### src/rtl/serial_subtractor.sv
// Bit-serial WIDTH-bit subtractor: Diff = A - B - Bin, one bit per clock,
// LSB first, with a single borrow flip-flop and a start/done handshake.
// Result flags (Bout, V, Z) and Diff hold until the next completion edge.
module serial_subtractor #(
  parameter int WIDTH = 8
) (
  input  logic             clk,
  input  logic             rst_n,
  input  logic             start,
  input  logic [WIDTH-1:0] A,
  input  logic [WIDTH-1:0] B,
  input  logic             Bin,
  output logic [WIDTH-1:0] Diff,
  output logic             Bout,
  output logic             V,
  output logic             Z,
  output logic             busy,
  output logic             done
);

  localparam int CW = (WIDTH > 2) ? $clog2(WIDTH) : 1;

  typedef enum logic [1:0] {
    S_IDLE  = 2'd0,
    S_SHIFT = 2'd1,
    S_DONE  = 2'd2
  } state_t;

  state_t           state_q, state_d;
  logic [WIDTH-1:0] a_q, a_d;       // minuend shift register
  logic [WIDTH-1:0] b_q, b_d;       // subtrahend shift register
  logic [WIDTH-1:0] res_q, res_d;   // result assembled MSB-in
  logic             br_q, br_d;     // running borrow
  logic [CW-1:0]    cnt_q, cnt_d;
  logic             a_msb_q, a_msb_d; // operand signs kept for the overflow flag
  logic             b_msb_q, b_msb_d;
  logic [WIDTH-1:0] diff_q, diff_d;
  logic             bout_q, bout_d;
  logic             v_q, v_d;
  logic             z_q, z_d;
  logic             busy_q, busy_d;
  logic             done_q, done_d;

  // Per-bit full-subtractor terms
  logic             a0, b0, dbit, br_nxt, last;
  logic [WIDTH-1:0] res_shift;

  assign a0        = a_q[0];
  assign b0        = b_q[0];
  assign dbit      = a0 ^ b0 ^ br_q;
  assign br_nxt    = (~a0 & b0) | (~(a0 ^ b0) & br_q);
  assign res_shift = {dbit, res_q[WIDTH-1:1]};
  assign last      = (cnt_q == CW'(WIDTH-1));

  // Next-state and datapath update; every register holds by default
  always_comb begin
    state_d = state_q;
    a_d     = a_q;
    b_d     = b_q;
    res_d   = res_q;
    br_d    = br_q;
    cnt_d   = cnt_q;
    a_msb_d = a_msb_q;
    b_msb_d = b_msb_q;
    diff_d  = diff_q;
    bout_d  = bout_q;
    v_d     = v_q;
    z_d     = z_q;
    busy_d  = busy_q;
    done_d  = done_q;
    case (state_q)
      S_IDLE: begin
        if (start) begin
          a_d     = A;
          b_d     = B;
          br_d    = Bin;
          cnt_d   = '0;
          a_msb_d = A[WIDTH-1];
          b_msb_d = B[WIDTH-1];
          busy_d  = 1'b1;
          state_d = S_SHIFT;
        end
      end
      S_SHIFT: begin
        res_d = res_shift;
        a_d   = a_q >> 1;
        b_d   = b_q >> 1;
        br_d  = br_nxt;
        cnt_d = cnt_q + CW'(1);
        if (last) begin
          diff_d  = res_shift;
          bout_d  = br_nxt;
          v_d     = (a_msb_q != b_msb_q) && (res_shift[WIDTH-1] != a_msb_q);
          z_d     = (res_shift == '0);
          busy_d  = 1'b0;
          done_d  = 1'b1;
          state_d = S_DONE;
        end
      end
      S_DONE: begin
        done_d  = 1'b0;
        state_d = S_IDLE;
      end
      default: begin
        busy_d  = 1'b0;
        done_d  = 1'b0;
        state_d = S_IDLE;
      end
    endcase
  end

  // State and datapath registers; reset aborts any operation in flight
  always_ff @(posedge clk or negedge rst_n) begin
    if (!rst_n) begin
      state_q <= S_IDLE;
      a_q     <= '0;
      b_q     <= '0;
      res_q   <= '0;
      br_q    <= 1'b0;
      cnt_q   <= '0;
      a_msb_q <= 1'b0;
      b_msb_q <= 1'b0;
      diff_q  <= '0;
      bout_q  <= 1'b0;
      v_q     <= 1'b0;
      z_q     <= 1'b0;
      busy_q  <= 1'b0;
      done_q  <= 1'b0;
    end else begin
      state_q <= state_d;
      a_q     <= a_d;
      b_q     <= b_d;
      res_q   <= res_d;
      br_q    <= br_d;
      cnt_q   <= cnt_d;
      a_msb_q <= a_msb_d;
      b_msb_q <= b_msb_d;
      diff_q  <= diff_d;
      bout_q  <= bout_d;
      v_q     <= v_d;
      z_q     <= z_d;
      busy_q  <= busy_d;
      done_q  <= done_d;
    end
  end

  assign Diff = diff_q;
  assign Bout = bout_q;
  assign V    = v_q;
  assign Z    = z_q;
  assign busy = busy_q;
  assign done = done_q;

endmodule

### config.mk
export PLATFORM = sky130hd
export DESIGN_NAME = serial_subtractor
export DESIGN_NICKNAME = d
export VERILOG_FILES = /design/src/rtl/serial_subtractor.sv
export SDC_FILE = /design/constraint.sdc
export NUM_CORES = 1
export LEC_CHECK = 0
export BUFFER_PORTS_ARGS = -buffer_cell sky130_fd_sc_hd__clkbuf_2
export CAP_MARGIN = 20
export CORE_ASPECT_RATIO = 1.2
export CORE_MARGIN = 8
export CORE_UTILIZATION = 45
export CTS_BUF_LIST = sky130_fd_sc_hd__clkbuf_8
export CTS_CLUSTER_SIZE = 40
export DETAILED_ROUTE_END_ITERATION = 16
export HOLD_SLACK_MARGIN = 0.12
export PLACE_DENSITY = 0.7
export SYNTH_ARGS = -nofsm -noshare
export SYNTH_HDL_FRONTEND = slang
export SYNTH_SLANG_ARGS = --single-unit
### constraint.sdc
create_clock -name clk -period 3 [get_ports clk]
set_input_delay 0.6 -clock clk [delete_from_list [all_inputs] [get_ports clk]]
set_output_delay 0.6 -clock clk [all_outputs]
set_load 0.005 [all_outputs]
==> results_dict.tcl, run 1 <==
set metrics [dict create \
    slew_headroom_pct 51.1 \
    max_clock_freq_mhz 531 \
    hold_viol_final 0 \
    clock_power_share_pct 17.2 \
    regToRegEndpoint "res_q[1]$_DFFE_PN0P_" \
    p_per_area_mw_per_mm2 974 \
    fin_tns_setup_ns 0 \
    drtPass1Iterations 4 \
    ir_worst_vdd_mv 0.467 \
    postSynthAreaPerCell_um2 12.3 \
    r2r_start "state_q[1]$_DFFE_PN0P_" \
    yosysSeqAreaShare_pct 56.6 \
    ys_ff_latch 44 \
    dpl.hpwl_um 2590 \
    tightest_slew_ns 0.732 \
    clock_sinks 44 \
    combPwrFrac_pct 35.6 \
    num_io_pins 33 \
    setup.worst_path.end_class "flop" \
    drive_above_1_share_pct 36.1 \
    crit_buf_inv 0 \
    clk_latency_ns 0.29 \
    total_power_uw 2170 \
    crit_path_start_kind "flop" \
    cp_num_cells 2 \
    cp_max_fo 23 \
    syn_area_mm2 0.00195 \
    crit_path_start "state_q[1]$_DFFE_PN0P_" \
    hold_buffers 0 \
    clock_path_buffers 2 \
    min_period_over_period_pct 62.8 \
    synthDistinctLibCells 31 \
    wire_per_inst_um 14.7 \
    cts.clk_slew.worst_paths_ns 0.08 \
    swShare_pct 33.3 \
    drtIter0Drc 102 \
    status "finished clean" \
    diodes 0 \
    slowest_delay_ns 0.70 \
    std_cell_rows 26 \
    syn-num-nets 181 \
    switchingPower_uw 722 \
    p_int_uw 1440 \
    setup_viol 0 \
    cap_violations 0 \
    viasPerCell 5.35 \
    overflow 0 \
    endpoint "res_q[1]$_DFFE_PN0P_" \
    crit_arrival_ns 2.06 \
    gp_congestion 0.704 \
    antenna_found_initial 0 \
    nNetsFinal 213 \
    grt_start_max_net_pins 45 \
    num_vias 1321 \
    dpl.cell_count 238 \
    syn_inst 158 \
    path_delay_family "simple AND/OR/NAND/NOR gates" \
    cts_made_buffers 5 \
    cts_tree "done" \
    cp_cell_sequence "nor2b_1 -> mux2_2" \
    layout_common_cells "dfrtp_1, clkbuf_2, nand2_1" \
    portBuffers 32 \
    post-route-min-period_ns 1.88 \
    ctsResizeCount 0 \
    htreeDepth 2 \
    initial_core_util_pct 46.4 \
    final_common_cell "dfrtp_1" \
    cts_setup_buffers 0 \
    p_leak_uw 0.00107 \
    yosys_warnings 0 \
    reg2reg_slack_ns 1.12 \
    die_x_um 76.0 \
    slew_viol_final 0 \
    area_delta_synth_final_pct 14.2 \
    rsz0062_at_grt "false" \
    slowest_stage "nor2b_1" \
    rr_worst_depth 2 \
    cts_root_buffer "clkbuf_8" \
    whs_ns 0.278 \
    grt_pass1_vias 1397 \
    ant_nets 0 \
    pwr-share-seq_pct 47.2 \
    cp.required_ns 3.18 \
    die_area_mm2 0.00670 \
    stdcell_count 247 \
    fin_skew_ns 0.00431 \
    fin_area_mm2 0.00222 \
    grt_usage_pct 11.5 \
    chipHeight_um 88.1 \
    hold_path_class "in2async" \
    coreArea_mm2 0.00420 \
    drc 0 \
    routed_wl_um 3630 \
    grt_pass1_wl_um 6300 \
    dpl-instance-area_mm2 0.00210 \
    crit_type "reg2reg" \
]
==> kinds of logic after synthesis <==
| kind of cell | count (synthesis) | synth area share (%) |
|---|---|---|
| AOI/OAI and AO/OA | 44 | 14.5 |
| adders and majority gates | 3 | 2.31 |
| buffers and inverters | 15 | 5.33 |
| DFF | 44 | 56.6 |
| muxes | 18 | 11.0 |
| and+or+nand+nor | 34 | 10.3 |
==> power by group through the flow <==
stage / registers (µW) / clock network, µW / logic, µW
after floorplan: 992 / 0 / 630
after global placement: 1020 / 0 / 747
after detailed placement: 1040 / 0 / 788
after CTS: 1030 / 386 / 789
after global routing: 1060 / 413 / 871
final: 1020 / 373 / 772
==> flip-flops by register name, summed over array words and instances, names as in the netlist, 2 cells and up <==
signal   flops
Diff         8
a_q          8
b_q          8
res_q        7
cnt_q        3
state_q      2
==> worst min path at each step <==
stage | startpoint | end | depth (start not counted)
2_1_floorplan | rst_n | Bout$_DFFE_PN0P_ | 0
3_3_place_gp | Z$_DFFE_PN0P_ | Z$_DFFE_PN0P_ | 2
3_5_place_dp | V$_DFFE_PN0P_ | V$_DFFE_PN0P_ | 2
4_1_cts | V$_DFFE_PN0P_ | V$_DFFE_PN0P_ | 2
5_1_grt | rst_n | Diff[3]$_DFFE_PN0P_ | 1
6_report | rst_n | Diff[7]$_DFFE_PN0P_ | 1
==> cell usage after synthesis <==
cell	number	area, µm²
mux2_4	3	45.0
a22o_1	3	26.3
a22oi_1	11	82.6
a21oi_1	7	35.0
ha_1	2	25.0
buf_4	2	15.0
buf_2	2	10.0
dfrtp_1	44	1100
nand3b_4	1	20.0
and3b_1	1	8.76
o22ai_1	1	6.26
mux2_1	1	11.3
o21ai_2	1	8.76
nor2_1	2	7.51
nor3b_2	1	12.5
mux2_2	14	158
inv_2	1	3.75
a21o_1	1	7.51
nor2b_4	1	13.8
a31oi_1	1	6.26
nor4_1	2	12.5
o21ai_1	7	35.0
o21bai_4	1	18.8
buf_6	5	56.3
and3b_2	3	30.0
nand2_1	20	75.1
fa_1	1	20.0
inv_1	5	18.8
o21ai_0	11	55.1
nor2b_1	2	12.5
and2b_2	1	8.76
==> worst reg2reg max path, stage by stage, from the launching register on <==
cell and delay, ns:
dfrtp_1 0.66, nor2b_1 0.71, mux2_2 0.41
==> final cells by class <==
cell class | count | area (µm²)
Multi-Input combinational cell | 99 | 742
Clock inverter | 2 | 10.0
Tap cell | 56 | 70.1
Inverter | 6 | 22.5
Fill cell | 391 | 1970
Timing Repair Buffer | 34 | 195
Sequential cell | 44 | 1100
Clock buffer | 6 | 82.6
==> through the flow <==
step / setup slack, ns / utilization, %
2_1_floorplan: 1.56 / -
3_3_place_gp: 1.19 / 50.1
3_5_place_dp: 1.10 / 50.1
4_1_cts: 1.09 / 52.3
5_1_grt: 0.996 / 53.0
6_report: 1.12 / 53.0
==> routing by layer <==
| metal | routed length, µm | vias up | track usage, % |
|---|---|---|---|
| li1 | - | 620 | - |
| met5 | 0 | - | 0 |
| met3 | 239 | 5 | 4.52 |
| met4 | 36 | 0 | 3.21 |
| met2 | 1780 | 42 | 20.4 |
| met1 | 1570 | 654 | 12.4 |
(Power assumes the default switching activity.)
==> run 2, diff against run 1 <==
--- a/config.mk
+++ b/config.mk
@@ -5,6 +5,7 @@
 export SDC_FILE = /design/constraint.sdc
 export NUM_CORES = 1
 export LEC_CHECK = 0
+export ABC_AREA = 1
 export BUFFER_PORTS_ARGS = -buffer_cell sky130_fd_sc_hd__clkbuf_2
 export CAP_MARGIN = 20
 export CORE_ASPECT_RATIO = 1.2
==> constraint.sdc (replaced) <==
create_clock -name clk -period 1.8 [get_ports clk]
set_input_delay 0.36 -clock clk [delete_from_list [all_inputs] [get_ports clk]]
set_output_delay 0.36 -clock clk [all_outputs]
set_load 0.005 [all_outputs]
==> run 2 against run 1 <==
Critical path depth grew 4; final cell count grew 33%; synthesized cell count grew 49%; count of clock-buffer cells in the layout shrank 1; sequential share of layout area shrank 1.9 points; first-iteration DRC count shrank 22%; non-clock buffer count grew 5; cell area grew 4.0%; sequential cell count is the same; critical path type unchanged.
==> results_dict.tcl, run 2 <==
set metrics [dict create \
    status "finished clean" \
    pre_cts_slack_ns 0.356 \
    hold_viol_final 0 \
    slew_viol_final 0 \
    setup_viol 0 \
    p_leak_uw 0.00129 \
    rsz0062_at_grt "false" \
    regArea_mm2 0.00110 \
    drc 0 \
    setup.worst_path.end_class "flop" \
    cts_tree "done" \
    syn_area_mm2 0.00198 \
    synth-edff-count 0 \
    grt_pass1_wl_um 7110 \
    cp.required_ns 2.02 \
    chipHeight_um 88.7 \
    cts.clk_slew.worst_paths_ns 0.09 \
    gp_congestion 0.726 \
    crit_arrival_ns 1.67 \
    crit_path_start_kind "flop" \
    num_io_pins 33 \
    min_period_over_period_pct 80.4 \
    drtPass1Iterations 4 \
    fin_skew_ns 0.00753 \
    die_area_mm2 0.00680 \
    drtIter0Drc 80 \
    antenna_found_initial 0 \
    synth_most_common_cell "nand2_1" \
    layout_common_cells "nand2_1, dfrtp_1, clkbuf_2" \
    synthTopCellsByArea "dfrtp_1, nand2_1, nand3_1" \
    post-route-min-period_ns 1.45 \
    syn-num-nets 259 \
    ant_nets 0 \
    diodes 0 \
    layout_setup_ws_ns 0.353 \
    clock_sinks 44 \
    fill_cells 423 \
    nNetsFinal 294 \
    num_vias 1557 \
    initial_core_util_pct 46.5 \
    cap_violations 0 \
    coreArea_mm2 0.00426 \
    clock_path_buffers 2 \
    synthTopCellsByCount "nand2_1, dfrtp_1, nand3_1" \
    clk_latency_ns 0.30 \
    std_cell_rows 26 \
    area_delta_synth_final_pct 16.6 \
    tightest_slew_ns 0.530 \
    synthDistinctLibCells 20 \
    hold_path_class "in2reg" \
    multi_input_area_um2 746 \
    yosysSeqAreaShare_pct 55.5 \
    routed_wl_um 4000 \
    synth_area_leader_cell "dfrtp_1" \
    synth_top_area_share_pct 55.5 \
    wire_per_inst_um 12.2 \
    p_per_area_mw_per_mm2 1710 \
    portBuffers 32 \
    htreeDepth 2 \
    overflow 0 \
    cts_root_buffer "clkbuf_8" \
    whs_ns 0.262 \
    synthFlopType "dfrtp_1" \
    fin_tns_setup_ns 0 \
    dpl.hpwl_um 2910 \
    ir_worst_vdd_mv 0.822 \
    grt_usage_pct 12.9 \
    die_x_um 76.6 \
    postSynthAreaPerCell_um2 8.40 \
    viasPerCell 4.75 \
    slew_headroom_pct 64.6 \
    cp_max_fo 13 \
    syn_inst 236 \
    final_common_cell "nand2_1" \
    yosys_warnings 0 \
    crit_type "reg2reg" \
    grt_pass1_vias 1664 \
    ctsResizeCount 0 \
    max_clock_freq_mhz 691 \
    synth-async-reset-ratio_pct 100 \
    cts_made_buffers 5 \
    ys_ff_latch 44 \
    drive_above_1_share_pct 21.3 \
    grt_start_max_net_pins 31 \
]
[run 2: per-stage QoR]
step	power [µW]	area, µm²	util (%)	std cells
floorplan	2830	1980	-	236
global placement	3190	2190	51.3	319
detailed placement	3240	2190	51.3	319
CTS	4020	2310	54.3	328
global route	4360	2310	54.3	328
finish	3960	2310	54.3	328
[run 2: cells by family after synthesis]
kind of cell             after synthesis  synth area share, %
flip-flops                            44                 55.5
buffers and inverters                 25                 6.88
adder cells (fa/ha/maj)                3                 2.27
AO/OA/AOI/OAI                         20                 5.99
AND/OR/NAND/NOR                      144                 29.3
[run 2: area by class of cell]
type / instances / share of cell area, %
Clock buffer: 5 / 2.98
Clock inverter: 3 / 2.00
Inverter: 14 / 2.27
Multi-Input combinational cell: 167 / 32.3
Sequential cell: 44 / 47.6
Tap cell: 56 / 3.03
Timing Repair Buffer: 39 / 9.85
[run 2: where the power goes]
group          total (µW)  internal [µW]  switching [µW]
logic                1500            586             918
registers            1690           1430             255
clock network         769            418             351
total                3960           2440            1520
[run 2: repair_timing]
item,in CTS,in global routing
hold endpoints to repair,18,0
setup buffers,0,0
hold buffers,1,0
[run 2: metal layers]
metal	part of all wire (%)	up-vias	track usage, %
li1	-	796	-
met1	45	721	14.0
met2	48	34	22.6
met3	5.1	6	4.67
met4	1.3	0	5.25
met5	0	-	0
[run 2: final timing paths]
path | from | end | slack (ns) | depth (start not counted)
worst max-delay path | cnt_q[0]$_DFFE_PN0P_ | Diff[2]$_DFFE_PN0P_ | 0.35 | 6
worst max register to register | cnt_q[0]$_DFFE_PN0P_ | Diff[2]$_DFFE_PN0P_ | 0.35 | 6
max in group asynchronous | rst_n | a_q[3]$_DFFE_PN0P_ | 0.71 | 3
worst min register to register | a_q[1]$_DFFE_PN0P_ | a_q[1]$_DFFE_PN0P_ | 0.48 | 2
min in group asynchronous | rst_n | Diff[7]$_DFFE_PN0P_ | 0.56 | 2
worst min-delay path | Bin | br_q$_DFFE_PN0P_ | 0.26 | 3
[run 2: critical path: stages, from the launching register on]
cell and delay [ns]:
dfrtp_1 0.41, ha_1 0.20, ha_1 0.21, nand3_2 0.18, buf_4 0.22, nand2_1 0.06, o21ai_0 0.08
